**config.mk**
```make
export PLATFORM = sky130hd
export DESIGN_NAME = mem_arbiter
export DESIGN_NICKNAME = d
export VERILOG_FILES = /design/src/rtl/mem_arb_pkg.sv /design/src/rtl/arb_pick2.sv /design/src/rtl/mem_arbiter.sv
export SDC_FILE = /design/constraint.sdc
export NUM_CORES = 1
export LEC_CHECK = 0
export ABC_AREA = 1
export BUFFER_PORTS_ARGS = -buffer_cell sky130_fd_sc_hd__buf_4
export CAP_MARGIN = 20
export CORE_MARGIN = 2
export CORE_UTILIZATION = 45
export CTS_CLUSTER_SIZE = 10
export DETAILED_ROUTE_END_ITERATION = 10
export GPL_ROUTABILITY_DRIVEN = 0
export GPL_TIMING_DRIVEN = 1
export PLACE_DENSITY = 0.81
export SYNTH_ARGS = -nofsm -noshare
export SYNTH_HDL_FRONTEND = slang
export SYNTH_SLANG_ARGS = --single-unit
```
**constraint.sdc**
```tcl
create_clock -name CLK -period 1.4 [get_ports CLK]
set_input_delay 0.07 -clock CLK [delete_from_list [all_inputs] [get_ports CLK]]
set_output_delay 0.07 -clock CLK [all_outputs]
set_load 0.005 [all_outputs]
```
**src/rtl/mem_arb_pkg.sv**
```systemverilog
// Shared types for the two-requester single-port RAM arbiter: FSM states, requester ids, default widths.
// The MEM_ARB_RR_EN build uses other_id() to hand a conflict to the requester that did not win last.
package mem_arb_pkg;

  localparam int MEM_ARB_ADDR_W = 10;
  localparam int MEM_ARB_DATA_W = 32;

  typedef enum logic [1:0] {
    IDLE   = 2'd0,
    ACCESS = 2'd1,
    RDWAIT = 2'd2
  } arb_state_e;

  typedef enum logic {
    CPU = 1'b0,
    LDR = 1'b1
  } req_id_e;

  function automatic req_id_e other_id(input req_id_e id);
    return (id == CPU) ? LDR : CPU;
  endfunction

endpackage

```
**src/rtl/arb_pick2.sv**
```systemverilog
// Combinational winner select between the CPU data port and the program loader.
// MEM_ARB_RR_EN defined: round-robin against the last winner; otherwise CPU has fixed priority.
module arb_pick2
  import mem_arb_pkg::*;
(
  input  logic    cpu_req_i,
  input  logic    ldr_req_i,
`ifdef MEM_ARB_RR_EN
  input  req_id_e last_i,
`endif
  output logic    vld_o,
  output req_id_e win_o
);

  always_comb begin
    vld_o = cpu_req_i | ldr_req_i;
    win_o = CPU;
`ifdef MEM_ARB_RR_EN
    if (cpu_req_i && ldr_req_i) begin
      win_o = other_id(last_i);
    end else if (ldr_req_i) begin
      win_o = LDR;
    end
`else
    if (!cpu_req_i && ldr_req_i) begin
      win_o = LDR;
    end
`endif
  end

endmodule

```
**src/rtl/mem_arbiter.sv**
```systemverilog
// Arbitrates CPU and loader onto one registered single-port RAM: gnt at t, RAM strobe at t+1, read data at t+3.
// Policy set by MEM_ARB_RR_EN (round-robin) vs default fixed CPU priority; timing is identical in both builds.
module mem_arbiter
  import mem_arb_pkg::*;
#(
  parameter int ADDR_W = MEM_ARB_ADDR_W,
  parameter int DATA_W = MEM_ARB_DATA_W
) (
  input  logic              CLK,
  input  logic              reset,
  input  logic              cpu_req,
  input  logic              cpu_we,
  input  logic [ADDR_W-1:0] cpu_addr,
  input  logic [DATA_W-1:0] cpu_wdata,
  input  logic              ldr_req,
  input  logic              ldr_we,
  input  logic [ADDR_W-1:0] ldr_addr,
  input  logic [DATA_W-1:0] ldr_wdata,
  output logic              cpu_gnt,
  output logic              ldr_gnt,
  output logic              cpu_rvalid,
  output logic              ldr_rvalid,
  output logic [DATA_W-1:0] rdata,
  output logic [ADDR_W-1:0] ram_addr,
  output logic [DATA_W-1:0] ram_wdata,
  output logic              ram_we,
  output logic              ram_re,
  input  logic [DATA_W-1:0] ram_rdata,
  output logic              busy
);

  arb_state_e        state_q, state_d;
  logic              win_vld;
  req_id_e           win_id;
  logic              grant;

  logic              we_q, we_d;
  logic [ADDR_W-1:0] addr_q, addr_d;
  logic [DATA_W-1:0] wdata_q, wdata_d;
  req_id_e           owner_q;
  logic              rvalid_q;
  logic [DATA_W-1:0] rdata_q;

`ifdef MEM_ARB_RR_EN
  req_id_e           last_q;
`endif

  arb_pick2 u_pick (
    .cpu_req_i (cpu_req),
    .ldr_req_i (ldr_req),
`ifdef MEM_ARB_RR_EN
    .last_i    (last_q),
`endif
    .vld_o     (win_vld),
    .win_o     (win_id)
  );

  // Requests seen while reset is high must never be granted.
  assign grant = (state_q == IDLE) && win_vld && !reset;

  always_ff @(posedge CLK) begin
    if (reset) begin
      state_q <= IDLE;
    end else begin
      state_q <= state_d;
    end
  end

  always_comb begin
    state_d = state_q;
    case (state_q)
      IDLE:    if (grant) state_d = ACCESS;
      ACCESS:  state_d = we_q ? IDLE : RDWAIT;
      RDWAIT:  state_d = IDLE;
      default: state_d = IDLE;
    endcase
  end

  always_comb begin
    cpu_gnt    = 1'b0;
    ldr_gnt    = 1'b0;
    ram_we     = 1'b0;
    ram_re     = 1'b0;
    busy       = 1'b0;
    cpu_rvalid = 1'b0;
    ldr_rvalid = 1'b0;
    if (!reset) begin
      cpu_gnt    = grant && (win_id == CPU);
      ldr_gnt    = grant && (win_id == LDR);
      busy       = (state_q != IDLE);
      cpu_rvalid = rvalid_q && (owner_q == CPU);
      ldr_rvalid = rvalid_q && (owner_q == LDR);
      if (state_q == ACCESS) begin
        ram_we = we_q;
        ram_re = !we_q;
      end
    end
  end

  // Request fields are only captured in the grant cycle.
  always_comb begin
    we_d    = we_q;
    addr_d  = addr_q;
    wdata_d = wdata_q;
    if (grant) begin
      we_d    = (win_id == CPU) ? cpu_we    : ldr_we;
      addr_d  = (win_id == CPU) ? cpu_addr  : ldr_addr;
      wdata_d = (win_id == CPU) ? cpu_wdata : ldr_wdata;
    end
  end

  always_ff @(posedge CLK) begin
    if (reset) begin
      we_q     <= 1'b0;
      addr_q   <= '0;
      wdata_q  <= '0;
      owner_q  <= LDR;
      rvalid_q <= 1'b0;
      rdata_q  <= '0;
    end else begin
      we_q     <= we_d;
      addr_q   <= addr_d;
      wdata_q  <= wdata_d;
      rvalid_q <= (state_q == RDWAIT);
      if (grant) begin
        owner_q <= win_id;
      end
      if (state_q == RDWAIT) begin
        rdata_q <= ram_rdata;
      end
    end
  end

`ifdef MEM_ARB_RR_EN
  always_ff @(posedge CLK) begin
    if (reset) begin
      last_q <= LDR;
    end else if (grant) begin
      last_q <= win_id;
    end
  end
`endif

  assign ram_addr  = addr_q;
  assign ram_wdata = wdata_q;
  assign rdata     = rdata_q;

endmodule

```
==> impl_metrics.csv <==
group,metric,value,unit
outcome,status,"complete, no violations",
setup_path,cp-start-kind,"flip-flop",
layout,syn2layout_area_growth,58.96,%
routing,drc,0,
pwr,comb_power_share,27.0,%
sta,fin_crit_sh,91.68,%
setup_path,setup.worst_path.end,"ldr_gnt",
sta,rsz0062_at_grt,"no",
setup_path,worstSetupStartpoint,"state_q[0]",
synth,synth_top_area_cell,"dfxtp_1",
global_route,grt_use_total,25.62,%
routing,post_drt_wl_per_cell,12.64,µm
layout,n_antenna_cell,0,
cts,cts_buffer_depth,2,
synth,ys_ff_latch,79,
setup_path,path_class,"flip-flop to primary output",
cts,clk_latency,0.34,ns
pwr,p_leak,3.241,nW
synth,netlist_area,0.003741,mm²
sta,period_minus_slack,1.284,ns
routing,dr.pass1.iters,4,
sta,hold_viol_final,0,
setup_path,critPathArrivalTime,1.21,ns
synth,synth.distinct_cells,16,
sta,fin_skew,0.01430,ns
pwr,power.share.switching,29.04,%
pwr,clockPowerShare,28.7,%
layout,drive_gt1_share,28.57,%
setup_path,path_max_fanout,5,
floorplanning,row_count,33,
routing,ant_nets,0,
floorplanning,coreArea,0.008134,mm²
layout,fill_cells,638,
layout,fin_nets,957,
routing,vias,4398,
setup_path,r2r_slack,0.14,ns
sta,hold_ws,0.03305,ns
synth,synth_fp_nets,733,
setup_path,reg2reg_depth,7,
cts,cts-root-buf,"clkbuf_8",
layout,final_cell_area,0.005947,mm²
routing,drtIter0Drc,154,
placement,placed_area,0.005366,mm²
pwr,p_int,4.120,mW
sta,tns,0,ns
synth,synth_top_cells_by_area,"dfxtp_1 (42%), nor2_1 (19%), nand2_1 (15%)",
floorplanning,die_h,95.18,µm
global_route,grt_pass1_wl,18.35,mm
sta,slew_viol_final,0,
cts,numCtsBuffers,9,
global_route,grt_max_degree,43,
cts,cts_tree,"yes",
routing,drt-vias-per-instance,4.654,
floorplanning,die-area,0.009059,mm²
synth,ys_warn_count,0,
pwr,powerDensity,976.3,mW/mm²
sta,setup_viol,0,
pwr,switching_power,1.686,mW
cts,cts.sinks,79,
global_route,overflow,0,
synth,synthesis.instances,611,
synth,ys_seq_area_share,42.27,%
layout,regArea,0.001583,mm²
synth,yosysTopAreaCellShare,42.27,%
floorplanning,start_util,45.99,%
cts,htreeDepth,3,
layout,multi_input_area,0.001698,mm²
cts,path_clk_slew,0.08,ns
run,maxCapViolCount,0,
setup_path,cp.required,1.33,ns
setup_path,reg2reg_to,"ram_wdata[9]",
pwr,max-vdd-ir-drop,0.0004964,V
sta,slew_headroom,76.36,%
routing,drt_wl_total,11.94,mm
global_route,grt_pass1_vias,3992,
layout,final_core_util,73.11,%
floorplanning,die-width,95.18,µm
floorplanning,ios,203,
sta,max_clock_freq,0.7791,GHz
synth,syn_avg_cell_area,6.123,µm²
setup_path,cp-end-kind,"primary output",
worst_hold_path,hold_path.class,"input pin to flip-flop",
placement,hpwl,7.929,mm
global_route,antenna_found_initial,0,
pwr,seqPwrFrac,44.3,%
sta,tightest_slew,0.3546,ns
setup_path,r2r_start,"state_q[0]",
placement,io_buffers,202,
cells by family after synthesis:
| group | count (synthesis) | synth area share [%] |
|---|---|---|
| compound gates | 33 | 4.414 |
| simple gates | 382 | 40.57 |
| buf+inv | 117 | 12.74 |
| flops | 79 | 42.27 |
cell type report:
class,instances,share of cell area [%]
clock buffers,10,2.146
multi-input cells,415,28.55
flip-flops and latches,79,26.61
inverters,83,5.239
well taps,105,2.209
repair buffers,247,34.08
clock inverters,6,1.157
registers in the layout, summed over array words and instances, names as in the netlist:
register,count
rdata,32
ram_wdata,32
we_q,1
rvalid_q,1
ram_addr,10
owner_q,1
state_q,2
layout by cell type (no fill, tap or decap), drive strengths merged:
cell type / Yosys / layout
nor2: 186 / 186
clkinvlp: 0 / 1
clkinv: 0 / 2
nor4: 3 / 3
nand3: 44 / 44
buf: 24 / 214
dlygate4sd3: 0 / 32
nand2: 148 / 148
a21oi: 1 / 1
o21ai: 32 / 32
bufinv: 0 / 1
clkbuf: 10 / 11
nor3: 1 / 1
dfxtp: 79 / 79
inv: 83 / 85
critical path: stages, from the launching register on:
cell and delay [ns]:
dfxtp_1 0.35, nor2_4 0.14, nand3_4 0.11, inv_1 0.09, nand2_1 0.05, inv_1 0.05
buf_4 0.10
timing repair:
item                       in CTS  in global routing
pin swaps                       1                  0
buffers inserted                3                  0
hold endpoints to repair       33                  0
resized for setup               2                  2
cloned                          0                  1
hold buffers                   32                  0
setup endpoints to repair       2                 35
cell usage after synthesis (all sizes together):
cell / number
nor4: 3
a21oi: 1
inv: 83
o21ai: 32
nand3: 44
clkbuf: 10
nor3: 1
nor2: 186
dfxtp: 79
buf: 24
nand2: 148
how the worst min path moves through the flow:
stage                        from      endpoint  slack, ns  cells after the start
floorplan                   reset    state_q[1]       0.14                      1
global placement            reset      rvalid_q       0.29                      2
detailed placement          reset      rvalid_q       0.30                      2
CTS                 ram_rdata[25]     rdata[25]      0.003                      3
global route         cpu_wdata[8]  ram_wdata[8]       0.05                      5
finish               cpu_wdata[8]  ram_wdata[8]       0.03                      5
layer usage:
layer  part of all wire (%)  global-route usage [%]  vias to the layer above
met1                     39                   29.83                     1937
met5                      0                       0                        -
li1                       -                       -                     2259
met3                    5.8                   4.032                       36
met4                    3.3                   11.47                        0
met2                     52                   46.01                      166
power by group through the flow:
stage                     logic (mW)  clock network, mW  registers, mW
final                           1.57               1.67           2.57
after floorplan                0.677                  0           2.62
after global placement          1.40                  0           2.61
after detailed placement        1.44                  0           2.62
after CTS                       1.53               1.72           2.57
after global routing            1.76               1.81           2.59
through the flow:
| stage | total power [mW] | setup WS [ns] | std cells |
|---|---|---|---|
| 3_3_place_gp | 4.003 | 0.1480 | 893 |
| 4_1_cts | 5.823 | 0.05435 | 944 |
| 6_report | 5.806 | 0.1164 | 945 |
| 3_5_place_dp | 4.054 | 0.1011 | 893 |
| 2_1_floorplan | 3.296 | 0.3307 | 611 |
| 5_1_grt | 6.164 | 0.01934 | 945 |
Power figures use the tool's default switching activity.
